File: config.mk
export PLATFORM = sky130hd
export DESIGN_NAME = ads868x_scan_ctrl
export DESIGN_NICKNAME = d
export VERILOG_FILES = /design/src/rtl/ads868x_scan_ctrl.sv
export SDC_FILE = /design/constraint.sdc
export NUM_CORES = 1
export LEC_CHECK = 0
export BUFFER_PORTS_ARGS = -buffer_cell sky130_fd_sc_hd__buf_2
export CORE_MARGIN = 2
export CORE_UTILIZATION = 40
export CTS_CLUSTER_SIZE = 16
export DETAILED_ROUTE_END_ITERATION = 8
export SLEW_MARGIN = 30
export SYNTH_ARGS = -nofsm -noshare
export SYNTH_HDL_FRONTEND = slang
export SYNTH_SLANG_ARGS = --single-unit
File: constraint.sdc
create_clock -name aclk -period 3.05 [get_ports aclk]
set_clock_uncertainty 0.05 [all_clocks]
set_input_delay 0 -clock aclk [delete_from_list [all_inputs] [get_ports aclk]]
set_output_delay 0 -clock aclk [all_outputs]
set_load 0.1 [all_outputs]
File: src/rtl/ads868x_scan_ctrl.sv
// Purpose: scans the enabled analog mux inputs, triggers an ADS868x conversion for each one, reads back the 16-bit result and streams it out.
// Latency: a start request shows m_axis_tvalid 1+SETTLE+2+CONV+32*SCLK_DIV+1 cycles after the cycle in which start was high.
// Backpressure: the result is held in OUT until tvalid&tready; the next channel is neither settled nor triggered before that handshake.
module ads868x_scan_ctrl #(
    parameter int SCLK_DIV      = 2,
    parameter int SETTLE_CYCLES = 64,
    parameter int CONV_CYCLES   = 100
) (
    input  logic        aclk,
    input  logic        aresetn,
    input  logic        start,
    input  logic        abort,
    input  logic        continuous,
    input  logic [7:0]  ch_mask,
    output logic        busy,
    output logic        done,
    output logic [2:0]  ch_sel,
    output logic        mux_en,
    output logic        spi_cs_n,
    output logic        spi_sclk,
    output logic        spi_mosi,
    input  logic        spi_miso,
    output logic [15:0] m_axis_tdata,
    output logic [2:0]  m_axis_tuser,
    output logic        m_axis_tvalid,
    input  logic        m_axis_tready
);

    localparam int READ_LEN = 32 * SCLK_DIV;

    typedef enum logic [2:0] {
        IDLE = 3'd0,
        MUX  = 3'd1,
        TRIG = 3'd2,
        CONV = 3'd3,
        READ = 3'd4,
        OUT  = 3'd5
    } state_t;

    state_t      state_q, state_d;
    logic [15:0] cnt_q, cnt_d;
    logic [15:0] div_q;
    logic [2:0]  ch_d;
    logic [7:0]  mask_q;
    logic [15:0] shift_q;
    logic        done_d;
    logic [3:0]  nxt;

    // Index of the lowest set bit; 0 when the mask is empty.
    function automatic logic [2:0] lowest_bit(input logic [7:0] m);
        lowest_bit = 3'd0;
        for (int i = 7; i >= 0; i--) begin
            if (m[i]) lowest_bit = 3'(i);
        end
    endfunction

    // {found, index} of the lowest set bit strictly above cur.
    function automatic logic [3:0] next_bit(input logic [7:0] m, input logic [2:0] cur);
        next_bit = 4'd0;
        for (int i = 7; i >= 0; i--) begin
            if (m[i] && (i > int'(cur))) next_bit = {1'b1, 3'(i)};
        end
    endfunction

    assign nxt = next_bit(mask_q, ch_sel);

    // Next-state, next-channel and done-pulse decode.
    always_comb begin
        state_d = state_q;
        ch_d    = ch_sel;
        done_d  = 1'b0;
        case (state_q)
            IDLE: begin
                if (!abort && start) begin
                    if (ch_mask != 8'd0) begin
                        state_d = MUX;
                        ch_d    = lowest_bit(ch_mask);
                    end else begin
                        done_d = 1'b1;
                    end
                end
            end
            MUX:  if (cnt_q == 16'(SETTLE_CYCLES - 1)) state_d = TRIG;
            TRIG: if (cnt_q == 16'd1) state_d = CONV;
            CONV: if (cnt_q == 16'(CONV_CYCLES - 1)) state_d = READ;
            READ: if (cnt_q == 16'(READ_LEN - 1)) state_d = OUT;
            OUT: begin
                if (m_axis_tvalid && m_axis_tready) begin
                    if (nxt[3]) begin
                        state_d = MUX;
                        ch_d    = nxt[2:0];
                    end else if (continuous) begin
                        state_d = MUX;
                        ch_d    = lowest_bit(mask_q);
                    end else begin
                        state_d = IDLE;
                        done_d  = 1'b1;
                    end
                end
            end
            default: state_d = IDLE;
        endcase
        // Abort drops the scan silently, keeping the last channel select.
        if (abort && (state_q != IDLE)) begin
            state_d = IDLE;
            ch_d    = ch_sel;
            done_d  = 1'b0;
        end
        cnt_d = (state_d != state_q || state_q == IDLE) ? 16'd0 : cnt_q + 16'd1;
    end

    // State, dwell counter, channel and latched mask.
    always_ff @(posedge aclk or negedge aresetn) begin
        if (!aresetn) begin
            state_q <= IDLE;
            cnt_q   <= 16'd0;
            ch_sel  <= 3'd0;
            mask_q  <= 8'd0;
        end else begin
            state_q <= state_d;
            cnt_q   <= cnt_d;
            ch_sel  <= ch_d;
            if (state_q == IDLE && state_d == MUX) mask_q <= ch_mask;
        end
    end

    // Registered status and chip-select outputs, derived from the next state.
    always_ff @(posedge aclk or negedge aresetn) begin
        if (!aresetn) begin
            busy     <= 1'b0;
            mux_en   <= 1'b0;
            done     <= 1'b0;
            spi_cs_n <= 1'b1;
            spi_mosi <= 1'b0;
        end else begin
            busy     <= (state_d != IDLE);
            mux_en   <= (state_d != IDLE);
            done     <= done_d;
            spi_cs_n <= !(state_d == TRIG || state_d == READ);
            spi_mosi <= 1'b0;
        end
    end

    // SCLK generation and MSB-first capture of MISO on each SCLK rising edge.
    always_ff @(posedge aclk or negedge aresetn) begin
        if (!aresetn) begin
            div_q    <= 16'd0;
            spi_sclk <= 1'b0;
            shift_q  <= 16'd0;
        end else if (state_q == READ && state_d == READ) begin
            if (div_q == 16'(SCLK_DIV - 1)) begin
                div_q    <= 16'd0;
                spi_sclk <= ~spi_sclk;
                if (!spi_sclk) shift_q <= {shift_q[14:0], spi_miso};
            end else begin
                div_q <= div_q + 16'd1;
            end
        end else begin
            div_q    <= 16'd0;
            spi_sclk <= 1'b0;
        end
    end

    // Result beat: loaded one cycle after entering OUT, held until handshake.
    always_ff @(posedge aclk or negedge aresetn) begin
        if (!aresetn) begin
            m_axis_tvalid <= 1'b0;
            m_axis_tdata  <= 16'd0;
            m_axis_tuser  <= 3'd0;
        end else if (state_d != OUT) begin
            m_axis_tvalid <= 1'b0;
        end else if (state_q == OUT && !m_axis_tvalid) begin
            m_axis_tvalid <= 1'b1;
            m_axis_tdata  <= shift_q;
            m_axis_tuser  <= ch_sel;
        end
    end

endmodule

== Word level (Yosys, flattened, before mapping) ==
Cells that the tools add are included.

* $add $sub $neg: 2
* $lt $le $gt $ge: 7
* Eq/ne operators: 19
* Multiplexer cells: 54
* Bitwise logic cells: 3
* Reductions and logical operators: 27

{| class="wikitable"
|+ Operator list
! cell !! count
|-
| $mux W3 || 29
|-
| $mux W16 || 3
|-
| $add A16 B1 Y16 const B || 2
|-
| $eq A16 B1 Y1 const B || 2
|-
| $mux W4 || 7
|-
| $pmux W3 S6 || 1
|-
| $eq A16 B6 Y1 const B || 1
|-
| $eq A16 B7 Y1 const B || 1
|-
| $logic_and A1 B1 Y1 || 13
|-
| $gt A3 B3 Y1 const A || 4
|-
| $mux W1 || 12
|-
| $eq A3 B2 Y1 const B || 3
|-
| $eq A3 B3 Y1 const B || 3
|-
| $reduce_bool A8 Y1 || 1
|-
| $eq A3 B1 Y1 const B || 2
|-
| $gt A2 B3 Y1 const A || 2
|-
| $ne A2 B2 Y1 const B || 3
|-
| $ne A3 B3 Y1 const B || 2
|-
| $pmux W3 S2 || 1
|-
| $reduce_and A6 Y1 || 1
|-
| $reduce_bool A3 Y1 || 2
|-
| $reduce_bool A2 Y1 || 2
|-
| $gt A1 B3 Y1 const A || 1
|-
| $logic_not A1 Y1 || 3
|-
| 8 further kinds || 11
|}

* Register bits: 86
* Input port bits: 15
* Output and inout port bits: 29

== Logic depth before layout (Yosys ltp) ==
* Depth after elaboration: 16
* Depth in mapped cells: 9
* Mapped depth without buffers: 7

== Least setup slack after synthesis ==
OpenSTA, ideal clock, no wires.

* Path kind: reg-to-reg
* From: register ch_sel[2]
* To: register shift_q[10]
* Library setup time: 0.125 ns
* Arrival: 2.744 ns
* Required time: 2.875 ns
* Path slack: 0.131 ns
* Stages on the path, launching flop included: 10
* Period minus slack after synthesis: 2.919 ns
* Path through: dfrtp_1 > clkbuf_1 > o2bb2ai_1 > nand4_1 > o21a_1 > nor3_1 > and3_1 > buf_6 > buf_12 > mux2_4

* Word-level cells in the longest chain between the ends: 16
* Elaborated cells between the ends (all ways): 28

{| class="wikitable"
|+ Ends and longest elaborated chain
! element !! line !! source
|-
| from (decl) || 17 || <nowiki>output logic [2:0] ch_sel,</nowiki>
|-
| from (signal assigned) || 122 || <nowiki>ch_sel <= ch_d;</nowiki>
|-
| $gt A3 B3 Y1 || 61 || <nowiki>if (m[i] && (i > int'(cur))) next_bit = {1'b1, 3'(i)};</nowiki>
|-
| $logic_and A1 B1 Y1 || 61 ||
|-
| $mux W4 (6 in series) || 61 ||
|-
| $mux W4 (*) || 61 ||
|-
| $mux W1 (*) || 89 || <nowiki>if (nxt[3]) begin</nowiki>
|-
| $mux W3 (*) || 88 || <nowiki>if (m_axis_tvalid && m_axis_tready) begin</nowiki>
|-
| $pmux W3 S6 (*) || 72 || <nowiki>case (state_q)</nowiki>
|-
| $mux W3 (*) || 104 || <nowiki>if (abort && (state_q != IDLE)) begin</nowiki>
|-
| $eq A3 B3 Y1 (*) || 150 || <nowiki>end else if (state_q == READ && state_d == READ) begin</nowiki>
|-
| $logic_and A1 B1 Y1 (*) || 150 ||
|-
| $reduce_and A3 Y1 (no source line) (*) || -- ||
|-
| to (signal assigned) || 154 || <nowiki>if (!spi_sclk) shift_q <= {shift_q[14:0], spi_miso};</nowiki>
|-
| to (decl) || 45 || <nowiki>logic [15:0] shift_q;</nowiki>
|}

Mark *: on every way between the ends. The rest lies on a longest branch, timed or not.
A chain may end at the register's enable or synchronous reset.

== Worst setup path after layout ==
* From: register cnt_q[0]
* To: register shift_q[1]

* Word-level cells in the longest chain between the ends: 7
* Elaborated cells between the ends (all ways): 12

{| class="wikitable"
|+ Ends and longest elaborated chain
! element !! line !! source
|-
| from (decl) || 41 || <nowiki>logic [15:0] cnt_q, cnt_d;</nowiki>
|-
| from (signal assigned) || 121 || <nowiki>cnt_q <= cnt_d;</nowiki>
|-
| $eq A16 B6 Y1, or another cell as far along || 83, 86 ||
|-
| $mux W3 (on tied branches) || -- ||
|-
| $pmux W3 S6 (*) || 72 ||
|-
| $mux W3 (*) || 104 ||
|-
| $eq A3 B3 Y1 (*) || 150 ||
|-
| $logic_and A1 B1 Y1 (*) || 150 ||
|-
| $reduce_and A3 Y1 (no source line) (*) || -- ||
|}

Marked as above.

==> impl_metrics.tcl <==
set metrics [dict create \
    fp.dieH_um 108 \
    synth_enable_flop_cells 0 \
    maximum_number_of_pins_on_one_net_before_global_route_repair 87 \
    grt_first_pass_wirelength_mm 15.2 \
    timing.reg2reg.worst_path_depth 8 \
    final_net_count 477 \
    first_global_vias 3080 \
    sequential_cell_area_mm2 0.00215 \
    report.final.hold_viol_count 0 \
    die_x_um 108 \
    floorplan.io_pins 44 \
    floorplan.rows 38 \
    place.port_buffers 42 \
    syn2layout_area_growth_pct 15.4 \
    detailedPlacementHpwl_mm 6.19 \
    fraction_of_registers_with_async_set_or_reset_after_synthesis_pct 100 \
    clock_tree.root_cell "clkbuf_8" \
    power.total_uw 3090 \
    worst_setup_hold_path_clk_slew_ps 90 \
    max-cap-violations 0 \
    syn_inst 402 \
    vias 3210 \
    rsz_0062_raised_after_global_routing "no" \
    final.setup.worst_slack_ps 339 \
    clock_sinks 86 \
    critical_path.endpoint_type "flip-flop" \
    clock_tree.htree_level_count 3 \
    drt_wl_cell_um 15.1 \
    gpl.final_weighted_congestion 0.875 \
    ys.flop_type "dfrtp_1" \
    hold_path_class "input port to flip-flop" \
    power_per_cell_area_mw_per_mm2 614 \
    crit_end "shift_q[1]" \
    post_route_drc_violation_count 0 \
    reg2reg_setup_slack_ps 340 \
    cts_tree "yes" \
    leakagePower_uw 0.00229 \
    clk-insertion-delay-late_ps 350 \
    transition_time_at_the_pin_with_the_least_slew_margin_ps 832 \
    per_cell_via_count_in_the_routed_design 5.32 \
    synth-seq-area-share_pct 49.4 \
    synth.lib_cells_used.distinct 57 \
    setup_total_negative_slack_ps 0 \
    mappedNetlistNets 421 \
    timing.fmax_mhz 369 \
    cts_max_path_buffers 2 \
    avgSynthCellArea_um2 10.8 \
    min_period_ps 2710 \
    floorplan_core_area_mm2 0.0107 \
    area_of_the_multi_input_gates_mm2 0.00207 \
    ys.warnings.count 0 \
    dpl_cell_area_mm2 0.00470 \
    worstPathMaxFanout 17 \
    globalRouteOverflowTotal 0 \
    final_layout_size_suffix_gt1_share_pct 26.6 \
    run_status "finished, final reports clean" \
    final_antenna_net_count 0 \
    pre_cts_slack_ps 350 \
    crit_required_ps 3240 \
    routed_wl_mm 9.13 \
    summed_area_of_non_filler_cells_in_the_final_layout_mm2 0.00503 \
    diodes 0 \
    clock_buffer_count_from_cts 9 \
    detailedRoute.firstPassIterationCount 4 \
    cp_data_arrival_time_ps 2900 \
    fillCellCount 1020 \
    report.final.setup_viol 0 \
    final_period_utilization_pct 88.9 \
    setup.worst_path.class "flip-flop to flip-flop" \
    initial_utilization_pct 40.6 \
    cp-startpoint "cnt_q[0]" \
    ys_seq_elements 86 \
    drt_iter0_drc 184 \
    irDropWorstVdd_mv 0.528 \
    slew_headroom_pct 44.5 \
    crit_path_start_kind "flip-flop" \
    grt_antenna_before_repair 0 \
    floorplan.die_area_mm2 0.0117 \
    min_delay_path_depth 3 \
    gr-usage-all-layers_pct 16.6 \
    synth_top_cell_by_area "dfrtp_1" \
    ys_top_cells_by_area "dfrtp_1 49%, mux2_2 8.8%, nor3_1 3.3%" \
    crit-reg2reg-capture "shift_q[1]" \
    netlist.area_leader.share_pct 48.8 \
    timing.rr.start "cnt_q[0]" \
    mappedNetlistArea_mm2 0.00436 \
    fin_util_pct 46.8 \
    maxSlewViolCount 0 \
]
[cells in the final DEF, fill, tap and decap left out, drive strengths merged, types with 8 or more instances in the layout]
cell         count
a21oi           11
clkbuf          10
and4             8
buf             51
nand2           35
nor3            31
xnor2           15
inv              8
xor2            13
nand4            9
dlygate4sd3     12
nand3           14
nor4             8
nor2            32
dfrtp           85
mux2            43
[metrics by stage]
stage / hold WS [ps] / instances
after floorplan: -346 / 402
after global placement: 192 / 575
after detailed placement: 68.9 / 575
after CTS: 21.5 / 603
after global routing: 39.1 / 603
final: 50.4 / 603
[report_power, final]
part	switching [uW]	internal [uW]
Clock	423	405
Combinational	598	299
Sequential	131	1230
[layer usage]
layer | track usage, % | wire (um)
met3 | 4.10 | 372
met5 | 0 | 0
met4 | 4.95 | 81
met1 | 23.2 | 4510
met2 | 25.4 | 4170
[sequential cells by signal, indices dropped and copies added, names as in the netlist]
register       cells
ch_sel             3
cnt_q             16
div_q             16
done               1
m_axis_tdata      16
m_axis_tuser       3
m_axis_tvalid      1
mask_q             8
mux_en             1
shift_q           16
spi_cs_n           1
spi_sclk           1
state_q            3
[logic make-up (layout without fill, tap and decap cells)]
| logic type | Yosys count | after routing | synth area share (%) |
|---|---|---|---|
| buffers and inverters | 25 | 86 | 3.33 |
| flip-flops | 86 | 86 | 49.4 |
| XOR/XNOR | 28 | 28 | 5.63 |
| adder cells (fa/ha/maj) | 4 | 4 | 1.15 |
| multiplexers | 45 | 45 | 12.3 |
| AND/OR/NAND/NOR | 169 | 169 | 20.6 |
| AO/OA/AOI/OAI | 44 | 44 | 7.46 |
| other | 1 | 1 | 0.0860 |
[layout make-up]
class | instances | share of cell area [%]
Tap cell | 140 | 3.48
Clock buffer | 10 | 2.74
Inverter | 7 | 0.522
Sequential cell | 86 | 42.8
Multi-Input combinational cell | 291 | 41.1
Timing Repair Buffer | 63 | 8.03
Clock inverter | 6 | 1.37
[synth_stat cells (2+ instances only)]
library cell / count
dfrtp_1: 85
nand2_1: 35
mux2_2: 34
nor2_1: 32
nor3_1: 29
xnor2_1: 15
nand3_1: 14
xor2_1: 13
a21oi_1: 11
clkbuf_1: 10
mux2_4: 9
nand4_1: 9
nor4_1: 8
and4_1: 7
inv_1: 7
and3_1: 6
nand2b_1: 6
o21ai_0: 5
o21bai_1: 5
ha_1: 4
nor2b_1: 4
nor4b_1: 4
nor3b_1: 3
a211oi_1: 2
a221oi_1: 2
and2_1: 2
buf_2: 2
buf_4: 2
buf_6: 2
mux2i_1: 2
nor3_2: 2
o21a_1: 2
o22ai_1: 2
o32ai_1: 2
or3_1: 2
or4_4: 2
[timing repair]
| item | CTS | global route |
|---|---|---|
| hold buffers | 12 | 0 |
| setup endpoints to repair | 0 | 0 |
| setup buffers | 0 | 0 |
| hold endpoints to repair | 95 | 0 |
| gates resized for setup | 0 | 0 |
[worst max-delay path: stages (launching register included)]
cell and delay, ps:
dfrtp_1 420, ha_1 240, and4_1 270, nand4_1 190, and4bb_2 290, nor3_1 280, and3_1 200, buf_4 280
mux2_2 370
[worst min-delay path by stage]
stage          startpoint          to
6_report            abort        done
5_1_grt             abort  state_q[2]
4_1_cts             abort        done
3_5_place_dp      aresetn   mask_q[4]
3_3_place_gp     spi_miso  shift_q[0]
2_1_floorplan     aresetn   ch_sel[0]
Power figures use the tool's default switching activity.
